--- config.mk ---
export PLATFORM = sky130hd
export DESIGN_NAME = msk_clyde_rnd_sched
export DESIGN_NICKNAME = d
export VERILOG_FILES = /design/src/rtl/msk_clyde_rnd_sched.sv
export SDC_FILE = /design/constraint.sdc
export NUM_CORES = 1
export LEC_CHECK = 0
export ABC_AREA = 1
export ABC_CLOCK_PERIOD_IN_PS = 1500
export BUFFER_PORTS_ARGS = -buffer_cell sky130_fd_sc_hd__buf_2
export CAP_MARGIN = 15
export CELL_PAD_IN_SITES_DETAIL_PLACEMENT = 1
export CELL_PAD_IN_SITES_GLOBAL_PLACEMENT = 1
export CORE_ASPECT_RATIO = 0.5
export CORE_UTILIZATION = 33
export DETAILED_ROUTE_END_ITERATION = 10
export GPL_ROUTABILITY_DRIVEN = 0
export PLACE_DENSITY_LB_ADDON = 0.15
export SLEW_MARGIN = 20
export SYNTH_ARGS = -nofsm -noshare
export SYNTH_HDL_FRONTEND = slang
export SYNTH_SLANG_ARGS = --single-unit
export TNS_END_PERCENT = 100
--- constraint.sdc ---
create_clock -name clk -period 1.5 [get_ports clk]
set_input_delay 0.45 -clock clk [delete_from_list [all_inputs] [get_ports clk]]
set_output_delay 0.45 -clock clk [all_outputs]
set_load 0.01 [all_outputs]
--- src/rtl/msk_clyde_rnd_sched.sv ---
// msk_clyde_rnd_sched
// Randomness scheduler and stall controller for a masked Clyde core.
// Each of NCH channels counts the enabled PRNG cycles spent refilling its
// word; the core is only enabled when every channel it asks for holds a
// full word. A small IDLE/LAUNCH/RUN machine handles the start handshake
// and a saturating counter records RUN cycles lost to missing randomness.

module msk_clyde_rnd_sched #(
    parameter int unsigned NCH              = 2,
    parameter int unsigned RND_RATE_DIVIDER = 1,
    parameter int unsigned CNT_W            = 16
) (
    input  logic             clk,
    input  logic             pre_syn_rst_n,
    input  logic             pre_enable_glob,
    input  logic             pre_data_in_valid,
    input  logic             core_in_process,
    input  logic [NCH-1:0]   need_rnd,
    output logic             enable_core,
    output logic [NCH-1:0]   enable_prng,
    output logic [NCH-1:0]   rnd_valid,
    output logic             ready_start_run,
    output logic             data_in_valid,
    output logic [CNT_W-1:0] stall_cycles
);

    localparam int unsigned FW = $clog2(RND_RATE_DIVIDER + 1);
    localparam logic [FW-1:0]    FILL_FULL = FW'(RND_RATE_DIVIDER);
    localparam logic [FW-1:0]    FILL_ONE  = FW'(1);
    localparam logic [CNT_W-1:0] STALL_MAX = {CNT_W{1'b1}};
    localparam logic [CNT_W-1:0] STALL_ONE = CNT_W'(1);

    typedef enum logic [1:0] {
        ST_IDLE   = 2'd0,
        ST_LAUNCH = 2'd1,
        ST_RUN    = 2'd2
    } state_t;

    state_t           state_r;
    state_t           state_nxt_s;
    logic [FW-1:0]    fill_r [NCH];
    logic [CNT_W-1:0] stall_r;

    logic             active_s;
    logic [NCH-1:0]   valid_s;
    logic             ok_s;
    logic             ready_s;
    logic             dvalid_s;
    logic             en_core_s;
    logic [NCH-1:0]   consume_s;
    logic [NCH-1:0]   prng_s;

    // Everything is frozen while in reset or while the global enable is low.
    assign active_s = pre_syn_rst_n & pre_enable_glob;

    // A channel is valid once its fill counter reaches the refill length.
    always_comb begin
        valid_s = '0;
        for (int i = 0; i < NCH; i++) begin
            valid_s[i] = (fill_r[i] == FILL_FULL);
        end
    end

    // Only channels the core is asking for can hold it back.
    assign ok_s = &(~need_rnd | valid_s);

    // Output decode of the start/run machine.
    always_comb begin
        ready_s   = 1'b0;
        dvalid_s  = 1'b0;
        en_core_s = 1'b0;
        case (state_r)
            ST_IDLE: begin
                ready_s   = active_s & (&valid_s);
                dvalid_s  = ready_s & pre_data_in_valid;
                en_core_s = dvalid_s;
            end
            ST_LAUNCH: begin
                en_core_s = active_s;
            end
            ST_RUN: begin
                en_core_s = active_s & ok_s;
            end
            default: begin
                ready_s   = 1'b0;
                dvalid_s  = 1'b0;
                en_core_s = 1'b0;
            end
        endcase
    end

    // A consumed word is replaced starting in the same cycle, so a PRNG
    // runs whenever its word is incomplete or being taken.
    assign consume_s = {NCH{en_core_s}} & need_rnd;
    assign prng_s    = {NCH{active_s}} & (~valid_s | consume_s);

    // Next-state logic of the start/run machine.
    always_comb begin
        state_nxt_s = state_r;
        case (state_r)
            ST_IDLE: begin
                if (dvalid_s) begin
                    state_nxt_s = ST_LAUNCH;
                end else begin
                    state_nxt_s = ST_IDLE;
                end
            end
            ST_LAUNCH: begin
                if (active_s) begin
                    state_nxt_s = ST_RUN;
                end else begin
                    state_nxt_s = ST_LAUNCH;
                end
            end
            ST_RUN: begin
                if (active_s && !core_in_process) begin
                    state_nxt_s = ST_IDLE;
                end else begin
                    state_nxt_s = ST_RUN;
                end
            end
            default: begin
                state_nxt_s = ST_IDLE;
            end
        endcase
    end

    // State register of the start/run machine.
    always_ff @(posedge clk) begin
        if (!pre_syn_rst_n) begin
            state_r <= ST_IDLE;
        end else begin
            state_r <= state_nxt_s;
        end
    end

    // Per-channel fill counters: restart at one chunk on consumption,
    // otherwise count enabled PRNG cycles up to a full word.
    always_ff @(posedge clk) begin
        if (!pre_syn_rst_n) begin
            for (int i = 0; i < NCH; i++) begin
                fill_r[i] <= '0;
            end
        end else if (pre_enable_glob) begin
            for (int i = 0; i < NCH; i++) begin
                if (consume_s[i]) begin
                    fill_r[i] <= FILL_ONE;
                end else if (prng_s[i]) begin
                    fill_r[i] <= fill_r[i] + FILL_ONE;
                end else begin
                    fill_r[i] <= fill_r[i];
                end
            end
        end else begin
            for (int i = 0; i < NCH; i++) begin
                fill_r[i] <= fill_r[i];
            end
        end
    end

    // Stall counter: cleared on each accepted start, counts RUN cycles
    // where the core wanted a word that was not ready, saturating.
    always_ff @(posedge clk) begin
        if (!pre_syn_rst_n) begin
            stall_r <= '0;
        end else if (dvalid_s) begin
            stall_r <= '0;
        end else if ((state_r == ST_RUN) && active_s && !ok_s && (stall_r != STALL_MAX)) begin
            stall_r <= stall_r + STALL_ONE;
        end else begin
            stall_r <= stall_r;
        end
    end

    // Outputs are forced low while reset is asserted, even combinational ones.
    assign enable_core     = en_core_s;
    assign enable_prng     = prng_s;
    assign rnd_valid       = valid_s & {NCH{pre_syn_rst_n}};
    assign ready_start_run = ready_s;
    assign data_in_valid   = dvalid_s;
    assign stall_cycles    = stall_r & {CNT_W{pre_syn_rst_n}};

endmodule

==> results of run 1 <==
## routing by layer
layer	GRT usage, %	vias up	wire length, um
li1	-	844	-
met1	27.5	822	2450
met2	40.7	47	2640
met3	5.24	9	266
met4	7.38	0	76
met5	0	-	0
## state kept, by name, summed over array words and instances, names as in the netlist
name	flops
fill_r	2
stall_r	16
state_r	2
## worst max path at each step
stage | start | end | slack [ns] | depth (start not counted)
2_1_floorplan | fill_r[1] | enable_prng[1] | -0.12 | 6
3_3_place_gp | pre_syn_rst_n | enable_prng[1] | -0.26 | 8
3_5_place_dp | pre_syn_rst_n | enable_prng[1] | -0.32 | 8
4_1_cts | fill_r[0] | enable_prng[1] | -0.40 | 7
5_1_grt | fill_r[0] | enable_prng[0] | -0.56 | 7
6_report | fill_r[0] | enable_prng[1] | -0.50 | 7
## kinds of logic (layout without fill, tap and decap cells)
family	count (synthesis)	after routing	share of synthesized area [%]
AO/OA/AOI/OAI	27	27	11.5
XOR/XNOR	7	7	4.43
adder cells (fa/ha/maj)	1	1	0.904
buffers and inverters	40	113	12.0
flip-flops	20	20	30.4
AND/OR/NAND/NOR	131	131	40.8
## what timing repair did
item / 4_1_cts / 5_1_grt
setup buffers: 8 / 6
gates resized for setup: 14 / 29
setup endpoints to repair: 40 / 41
pin swaps: 10 / 5
gates cloned: 1 / 2
## power by group
part | switching [uW] | internal, uW
clock | 215 | 191
combinational | 92.8 | 92.9
sequential | 7.15 | 546
total | 315 | 830
## stage by stage
| step | instances | hold WS, ns |
|---|---|---|
| floorplan | 226 | 0.479 |
| global placement | 338 | 0.513 |
| detailed placement | 338 | 0.523 |
| CTS | 350 | 0.474 |
| global route | 353 | 0.494 |
| finish | 353 | 0.501 |
## layout make-up
type,count,share of cell area (%)
timing repair buffer,74,27.9
sequential,20,19.3
multi-input combinational,166,41.8
tap,54,3.06
inverter,35,5.94
clock buffer,4,2.04
## cells in the mapped netlist (all sizes together)
library cell	count	area share [%]
a21oi	22	8.5
buf	3	2.0
clkbuf	2	0.54
dfxtp	18	26
edfxtp	2	4.3
ha	1	0.90
inv	35	9.5
nand2	91	26
nand3	10	4.0
nand4	6	2.7
nor2	23	8.0
nor4	1	0.45
o21ai	3	1.1
o21bai	1	1.4
o31ai	1	0.54
xnor2	4	2.5
xor2	3	1.9
## worst max-delay path: cells and delay by family, from the launching register on
kind            cells  cell delay (ns)
flops               1             0.43
compound gates      1             0.11
simple gates        5             0.59
buf+inv             1             0.13
==> results.cfg, run 1 <==
[global_route]
grt_max_degree = 21
grt_overflow_total = 0
grt_pass1_vias = 1518
grt_pass1_wl_mm = 7.29
grt_util_all_layers_pct = 22.4
grt_antenna_before_repair = 0

[die]
row_count = 16
pin_count = 30
die_w_um = 93.6
chipHeight_um = 47.8
fp.dieArea_um2 = 4470
core_region_area_um2 = 3960
initial_util_pct = 34.9

[worst_setup_path]
setup.worst_path.class = reg -> out
path_max_fanout = 3
worst_r2r_startpoint = fill_r[0]
signal_arrival_time_at_the_worst_endpoint_ns = 1.55
critPathMaxStageDelay_ns = 0.43
critical-path-top-cell-by-count = sky130_fd_sc_hd__nand2_2
kind_of_launch_point_of_the_worst_setup_path = flip-flop
path_cells = nand2_2, nor2_1, nand4_1, nand3_2, nand2_2, a21oi_2, buf_2
cp_slowest_cell = sky130_fd_sc_hd__edfxtp_1
reg2reg_setup_slack_ns = -0.18
r2r-end = fill_r[0]
reg2reg_depth = 8
end_kind = primary output
critical_path_required_ns = 1.05

[min_path]
hold_path_end = state_r[1]
whs_path_depth = 3
worstHoldPathType = in -> reg
holdCritStartpoint = core_in_process

[timing]
slew_headroom_pct = 76.2
clock.fmax_mhz = 501
final_report_max_slew_violation_count = 0
final.setup_skew_ns = 0.00786
finalHoldViolCount = 0
unrepaired_setup_endpoints_after_global_routing = true
setup_viol = 9
finalSetupTns_ns = -2.45
layout_min_cycle_time_ns = 2.00
final_setup_slack_of_the_worst_path_ns = -0.496
tightestPinTransition_ns = 0.356
period_share_pct = 133

[logic_synthesis]
synthesis.area_um2 = 1380
yosys.cell_types.count = 26
yosys_warnings = 0
synth.net_count = 234
synth.avg_cell_area_um2 = 6.12
synth_seq_area_share_pct = 30.4
ys_ff_latch = 20
synthCells = 226

[pwr]
design_power_total_uw = 1140
p_leak_uw = 0.00108
vdd_drop_max_uv = 371
powerDensity_nw_per_um2 = 518

[finish]
post_route_cells_drive_above_1_share_pct = 40.1
final_design_area_no_fill_um2 = 2210
final_nets = 308
multiInputGateArea_um2 = 923
fillerInstances = 514
antennaDiodeCount = 0
register_area_um2 = 427
layout_commonest_cell = sky130_fd_sc_hd__nand2_1
post-route-util_pct = 55.8
area_growth_pct = 59.8
layout.cells.most_common_list = sky130_fd_sc_hd__nand2_1, sky130_fd_sc_hd__buf_4, sky130_fd_sc_hd__inv_1, sky130_fd_sc_hd__buf_2

[route]
wl_mm = 5.43
vias_per_cell = 4.88
route.vias.total = 1722
post_drt_wl_per_cell_um = 15.4
drt_iter0_markers = 72
drtPass1Iterations = 4
drt_drc_violations_left = 0
final_antenna_net_count = 0

[clocking]
cts_tree = yes
clock_sink_count = 20
postCtsHoldBufs = 0
deepest_level_of_the_cts_h_tree = 1
clk_transition_reported_paths_ns = 0.09
cts_inserted_buffers = 3
max-clock-path-buffers = 2
ctsRootBufferMaster = sky130_fd_sc_hd__clkbuf_8
clock_latency_at_the_later_pin_of_the_worst_skew_pair_ns = 0.28

[status]
violated_checks = setup timing
status = finished with violations

[placed_design]
post_dp_cell_area_um2 = 1880
detailedPlacementHpwl_mm = 3.35
numPortBuffers = 29
worst_case_setup_slack_after_placement_ns = -0.320

[run]
cap_violations = 0
Note: power is estimated with default switching activity, not from simulation.
==> run 2, diff against run 1 <==
- CELL_PAD_IN_SITES_DETAIL_PLACEMENT: 1 -> not set
- CELL_PAD_IN_SITES_GLOBAL_PLACEMENT: 1 -> not set
- CORE_UTILIZATION: 33 -> 48
==> results.cfg, run 2 (synthesis results as in run 1) <==
[status]
status = finished with violations
violated_checks = setup timing

[clocking]
clock_sink_count = 20
cts_tree = yes
ctsRootBufferMaster = sky130_fd_sc_hd__clkbuf_8
clock_latency_at_the_later_pin_of_the_worst_skew_pair_ns = 0.27
postCtsHoldBufs = 0
max-clock-path-buffers = 2
clk_transition_reported_paths_ns = 0.08
deepest_level_of_the_cts_h_tree = 1
cts_inserted_buffers = 3

[min_path]
worstHoldPathType = in -> reg
whs_path_depth = 3

[die]
die_w_um = 77.9
chipHeight_um = 40.0
pin_count = 30
row_count = 13
initial_util_pct = 51.9
core_region_area_um2 = 2670
fp.dieArea_um2 = 3110

[worst_setup_path]
signal_arrival_time_at_the_worst_endpoint_ns = 1.60
reg2reg_setup_slack_ns = -0.09
setup.worst_path.end = enable_prng[1]
kind_of_launch_point_of_the_worst_setup_path = flip-flop
reg2reg_depth = 7
worst_r2r_startpoint = fill_r[1]
path_max_fanout = 3
r2r-end = fill_r[0]
end_kind = primary output
crit_path_start = fill_r[1]
setup.worst_path.class = reg -> out
critical_path_required_ns = 1.05

[timing]
final_setup_slack_of_the_worst_path_ns = -0.546
tightestPinTransition_ns = 0.276
final.setup_skew_ns = 0.00638
finalSetupTns_ns = -3.10
slew_headroom_pct = 81.5
layout_min_cycle_time_ns = 2.05
finalHoldViolCount = 0
clock.fmax_mhz = 489
period_share_pct = 136
unrepaired_setup_endpoints_after_global_routing = true
setup_viol = 25
final_report_max_slew_violation_count = 0

[global_route]
grt_max_degree = 21
grt_overflow_total = 0
grt_util_all_layers_pct = 26.4
grt_antenna_before_repair = 0
grt_pass1_vias = 1422
grt_pass1_wl_mm = 6.13

[pwr]
powerDensity_nw_per_um2 = 536
design_power_total_uw = 1130
vdd_drop_max_uv = 358
p_leak_uw = 0.00105

[finish]
fillerInstances = 195
post-route-util_pct = 79.0
final_nets = 305
area_growth_pct = 52.4
reg_with_most_ffs = stall_r
layout_commonest_cell = sky130_fd_sc_hd__nand2_1
multiInputGateArea_um2 = 881
antennaDiodeCount = 0
flip_flop_count_of_the_largest_register_all_copies_and_words_added = 16
post_route_cells_drive_above_1_share_pct = 37.2
layout.cells.most_common_list = sky130_fd_sc_hd__nand2_1, sky130_fd_sc_hd__buf_4, sky130_fd_sc_hd__inv_1, sky130_fd_sc_hd__buf_2
reg.largest.list = stall_r: 16 flops, fill_r: 2 flops, state_r: 2 flops
final_design_area_no_fill_um2 = 2110
register_area_um2 = 422

[route]
vias_per_cell = 5.11
drt_drc_violations_left = 0
wl_mm = 4.63
drtPass1Iterations = 4
drt_iter0_markers = 138
post_drt_wl_per_cell_um = 13.9
route.vias.total = 1701
final_antenna_net_count = 0

[run]
cap_violations = 0

[placed_design]
numPortBuffers = 29
worst_case_setup_slack_after_placement_ns = -0.288
detailedPlacementHpwl_mm = 2.67
post_dp_cell_area_um2 = 1840
==> run 2: cell type report <==
class,count,share of cell area (%)
Multi-Input combinational cell,166,41.8
Timing Repair Buffer,71,27.4
Sequential cell,20,20.0
Inverter,35,6.47
Tap cell,37,2.20
Clock buffer,4,2.14
==> run 2: repair_timing <==
action	in CTS	in global routing
endpoints found under the setup margin	24	27
cloned	0	2
pin swaps	8	7
gates resized for setup	14	17
buffers inserted	6	6
==> run 2: layer usage <==
metal  up-vias  global-route usage, %  wire length [um]
li1        841                      -                 -
met1       766                   31.7              2020
met2        80                   50.7              2160
met3        14                   6.14               345
met4         0                   6.48               102
met5         -                      0                 0
==> run 2: worst max-delay path, stage by stage, from the launching register on <==
cell                       delay, ns
sky130_fd_sc_hd__edfxtp_1       0.42
sky130_fd_sc_hd__nand2_2        0.09
sky130_fd_sc_hd__nor2_1         0.13
sky130_fd_sc_hd__nand4_1        0.18
sky130_fd_sc_hd__nand3_2        0.15
sky130_fd_sc_hd__nand2_2        0.07
sky130_fd_sc_hd__a21oi_2        0.13
sky130_fd_sc_hd__buf_2          0.15
==> run 2: where the power goes <==
part	total (uW)	switching (uW)	internal, uW
logic	188	92.6	95.7
clock network	389	199	190
registers	553	6.97	546
total	1130	298	832
==> run 2: how the worst min path moves through the flow <==
stage,startpoint,endpoint,slack (ns)
global route,core_in_process,state_r[1],0.54
finish,core_in_process,state_r[1],0.52
global placement,stall_r[14],stall_r[14],0.50
floorplan,stall_r[14],stall_r[14],0.48
CTS,core_in_process,state_r[1],0.50
detailed placement,stall_r[14],stall_r[14],0.51
==> run 2: through the flow <==
| step | hold WS [ns] | std cells |
|---|---|---|
| after floorplan | 0.479 | 226 |
| after global placement | 0.499 | 319 |
| after detailed placement | 0.511 | 319 |
| after CTS | 0.504 | 328 |
| after global routing | 0.543 | 333 |
| final | 0.515 | 333 |
==> run 3, diff against run 2 <==
--- a/config.mk
+++ b/config.mk
@@ -11,4 +11,5 @@
 export CAP_MARGIN = 15
 export CORE_ASPECT_RATIO = 0.5
+export CORE_MARGIN = 2
 export CORE_UTILIZATION = 48
 export DETAILED_ROUTE_END_ITERATION = 10
==> constraint.sdc (replaced) <==
create_clock -name clk -period 1.5 [get_ports clk]
set_input_delay 0.45 -clock clk [delete_from_list [all_inputs] [get_ports clk]]
set_output_delay 0.45 -clock clk [all_outputs]
set_load 0.05 [all_outputs]
==> results.cfg, run 3 <==
[logic_synthesis]
synth_seq_area_share_pct = 30.4
synthFlopType = sky130_fd_sc_hd__dfxtp_1
synthArstFlopShare_pct = 0
synth-edff-count = 2
yosys-top-cells-area = sky130_fd_sc_hd__dfxtp_1, sky130_fd_sc_hd__nand2_1, sky130_fd_sc_hd__inv_1
yosys.cell_types.count = 26
synthCells = 226
synth_most_common_cell = sky130_fd_sc_hd__nand2_1
synthesis.area_um2 = 1380
yosys_warnings = 0
synth.avg_cell_area_um2 = 6.12
ys_ff_latch = 20
synth_largest_type_area_fraction_pct = 26.0
most_used_standard_cells_in_the_synthesized_netlist = sky130_fd_sc_hd__nand2_1, sky130_fd_sc_hd__inv_1, sky130_fd_sc_hd__a21oi_1
synth.net_count = 234
synthDominantAreaCellType = sky130_fd_sc_hd__dfxtp_1

[clocking]
deepest_level_of_the_cts_h_tree = 1
cts_inserted_buffers = 3
clock_sink_count = 20
ctsRootBufferMaster = sky130_fd_sc_hd__clkbuf_8
max-clock-path-buffers = 2
postCtsHoldBufs = 0

[status]
flow.stopped_at = global routing (5_1_grt)
status = stopped before the end
toolErrorMsg = [ERROR DPL-0038] Utilization greater than 100%, impossible to legalize

[die]
chipHeight_um = 42.0
initial_util_pct = 51.9
row_count = 13
pin_count = 30
die_w_um = 79.9

[global_route]
grt_max_degree = 17

[placed_design]
worst_case_setup_slack_after_placement_ns = -0.524
detailedPlacementHpwl_mm = 2.93
numPortBuffers = 29
post_dp_cell_area_um2 = 2070

[timing]
worst_path_end_type = top-level output
worst_endpoint = enable_prng[0]
==> run 3: cell counts after synthesis <==
No cell type changed its count.
==> run 3: timing repair <==
| item | 4_1_cts |
|---|---|
| pin swaps | 9 |
| cloned | 2 |
| buffers inserted | 5 |
| endpoints found under the setup margin | 25 |
| gates resized for setup | 56 |
==> run 3: cells by family after synthesis <==
kind of cell               share of synthesized area, %
AOI/OAI and AO/OA                                  11.5
xor gates and xnor gates                           4.43
adders and majority gates                         0.904
buffers and inverters                              12.0
DFF                                                30.4
and+or+nand+nor                                    40.8
==> run 3: stage by stage <==
stage	cells	TNS [ns]	hold slack, ns
after floorplan	226	-1.84	0.483
after global placement	330	-8.59	0.510
after detailed placement	330	-9.83	0.519
after CTS	340	-2.53	0.519
==> run 4, diff against run 3 <==
- ABC_CLOCK_PERIOD_IN_PS: 1500 -> 2000
- CORE_AREA: not set -> 2 2 63 65
- CORE_ASPECT_RATIO: 0.5 -> not set
- CORE_MARGIN: 2 -> not set
- CORE_UTILIZATION: 48 -> not set
- DIE_AREA: not set -> 0 0 65 67
- clock period: 1.5 -> 2 ns (I/O delays scaled with it)
==> results.cfg, run 4 (synthesis results as in run 1) <==
[status]
status = finished with violations
violated_checks = setup timing

[timing]
slew_headroom_pct = 70.3
setup_viol = 4
period_share_pct = 106
final.setup_skew_ns = 0.00416
finalHoldViolCount = 0
clock.fmax_mhz = 473
layout_min_cycle_time_ns = 2.11
tightestPinTransition_ns = 0.445
unrepaired_setup_endpoints_after_global_routing = true
final_report_max_slew_violation_count = 0
finalSetupTns_ns = -0.268
final_setup_slack_of_the_worst_path_ns = -0.112

[clocking]
clock_sink_count = 20
deepest_level_of_the_cts_h_tree = 1
ctsRootBufferMaster = sky130_fd_sc_hd__clkbuf_8
clk_transition_reported_paths_ns = 0.08
cts_inserted_buffers = 3
clock_latency_at_the_later_pin_of_the_worst_skew_pair_ns = 0.27
cts_tree = yes
max-clock-path-buffers = 2

[finish]
fillerInstances = 379
final_nets = 291
layout.cells.most_common_list = sky130_fd_sc_hd__nand2_1, sky130_fd_sc_hd__buf_4, sky130_fd_sc_hd__buf_2, sky130_fd_sc_hd__inv_1, sky130_fd_sc_hd__dfxtp_1
antennaDiodeCount = 0
post-route-util_pct = 56.3
layout_commonest_cell = sky130_fd_sc_hd__nand2_1
reg_with_most_ffs = stall_r
register_area_um2 = 420
area_growth_pct = 46.7
flip_flop_count_of_the_largest_register_all_copies_and_words_added = 16
multiInputGateArea_um2 = 916
post_route_cells_drive_above_1_share_pct = 36.2
reg.largest.list = stall_r: 16 flops, fill_r: 2 flops, state_r: 2 flops
final_design_area_no_fill_um2 = 2030

[min_path]
worstHoldPathType = reg -> reg
whs_path_depth = 2
holdCritStartpoint = stall_r[14]

[worst_setup_path]
reg2reg_setup_slack_ns = 0.11
signal_arrival_time_at_the_worst_endpoint_ns = 1.51
crit_path_start = fill_r[1]
critical_path_required_ns = 1.40
setup.worst_path.end = enable_prng[1]
r2r-end = stall_r[3]
reg2reg_depth = 13
kind_of_launch_point_of_the_worst_setup_path = flip-flop
end_kind = primary output
worst_r2r_startpoint = fill_r[1]
setup.worst_path.class = reg -> out
path_max_fanout = 3

[route]
final_antenna_net_count = 0
drt_iter0_markers = 52
drtPass1Iterations = 4
vias_per_cell = 4.61
wl_mm = 3.61
drt_drc_violations_left = 0
post_drt_wl_per_cell_um = 10.9
route.vias.total = 1522

[pwr]
p_leak_uw = 0.000865
powerDensity_nw_per_um2 = 439
vdd_drop_max_uv = 319
design_power_total_uw = 892

[run]
cap_violations = 0

[global_route]
grt_antenna_before_repair = 0
grt_pass1_wl_mm = 5.87
grt_pass1_vias = 1294
grt_overflow_total = 0
grt_max_degree = 21
grt_util_all_layers_pct = 17.9

[placed_design]
post_dp_cell_area_um2 = 1800
worst_case_setup_slack_after_placement_ns = -0.285
detailedPlacementHpwl_mm = 2.55
numPortBuffers = 29

[die]
pin_count = 30
core_region_area_um2 = 3610
chipHeight_um = 67
initial_util_pct = 38.4
die_w_um = 65
fp.dieArea_um2 = 4360
row_count = 22
## run 4: metrics by stage
stage | std cells | hold WS [ns]
final | 330 | 0.525
after CTS | 329 | 0.523
after global placement | 317 | 0.512
after floorplan | 226 | 0.479
after global routing | 330 | 0.548
after detailed placement | 317 | 0.508
## run 4: area by class of cell
cell class | count | share of cell area (%)
Tap cell | 48 | 2.96
Inverter | 35 | 8.32
Sequential cell | 20 | 20.7
Clock buffer | 4 | 2.71
Timing Repair Buffer | 56 | 20.2
Multi-Input combinational cell | 167 | 45.1
## run 4: how the worst min path moves through the flow
stage,end
3_3_place_gp,stall_r[5]
5_1_grt,stall_r[14]
3_5_place_dp,stall_r[14]
2_1_floorplan,stall_r[14]
4_1_cts,stall_r[14]
6_report,stall_r[14]
## run 4: worst max-delay path, stage by stage, from the launching register on
cell and delay [ns]:
sky130_fd_sc_hd__edfxtp_1 0.44, sky130_fd_sc_hd__buf_6 0.15, sky130_fd_sc_hd__inv_2 0.04, sky130_fd_sc_hd__nand2_2 0.05, sky130_fd_sc_hd__o21ai_4 0.06, sky130_fd_sc_hd__inv_2 0.04
sky130_fd_sc_hd__nand2_2 0.07, sky130_fd_sc_hd__nand3_4 0.10, sky130_fd_sc_hd__nand2_4 0.10, sky130_fd_sc_hd__a21oi_4 0.05, sky130_fd_sc_hd__buf_6 0.14
## run 4: layer usage
metal / track usage (%) / wire length, um / up-vias
met5: 0 / 0 / -
met4: 7.98 / 60 / 0
met3: 3.72 / 118 / 5
met2: 29.8 / 1750 / 21
met1: 22.1 / 1670 / 685
li1: - / - / 811
## run 4: power by group
part | switching [uW] | internal (uW)
registers | 4.28 | 410
logic | 79.3 | 67.9
clock network | 155 | 176
total | 238 | 653
## run 4: what timing repair did
action / CTS / global route
setup endpoints to repair: 22 / 21
resized for setup: 21 / 7
gates cloned: 0 / 1
hold buffers: 0 / 0
setup buffers: 8 / 1
pin swaps: 10 / 6
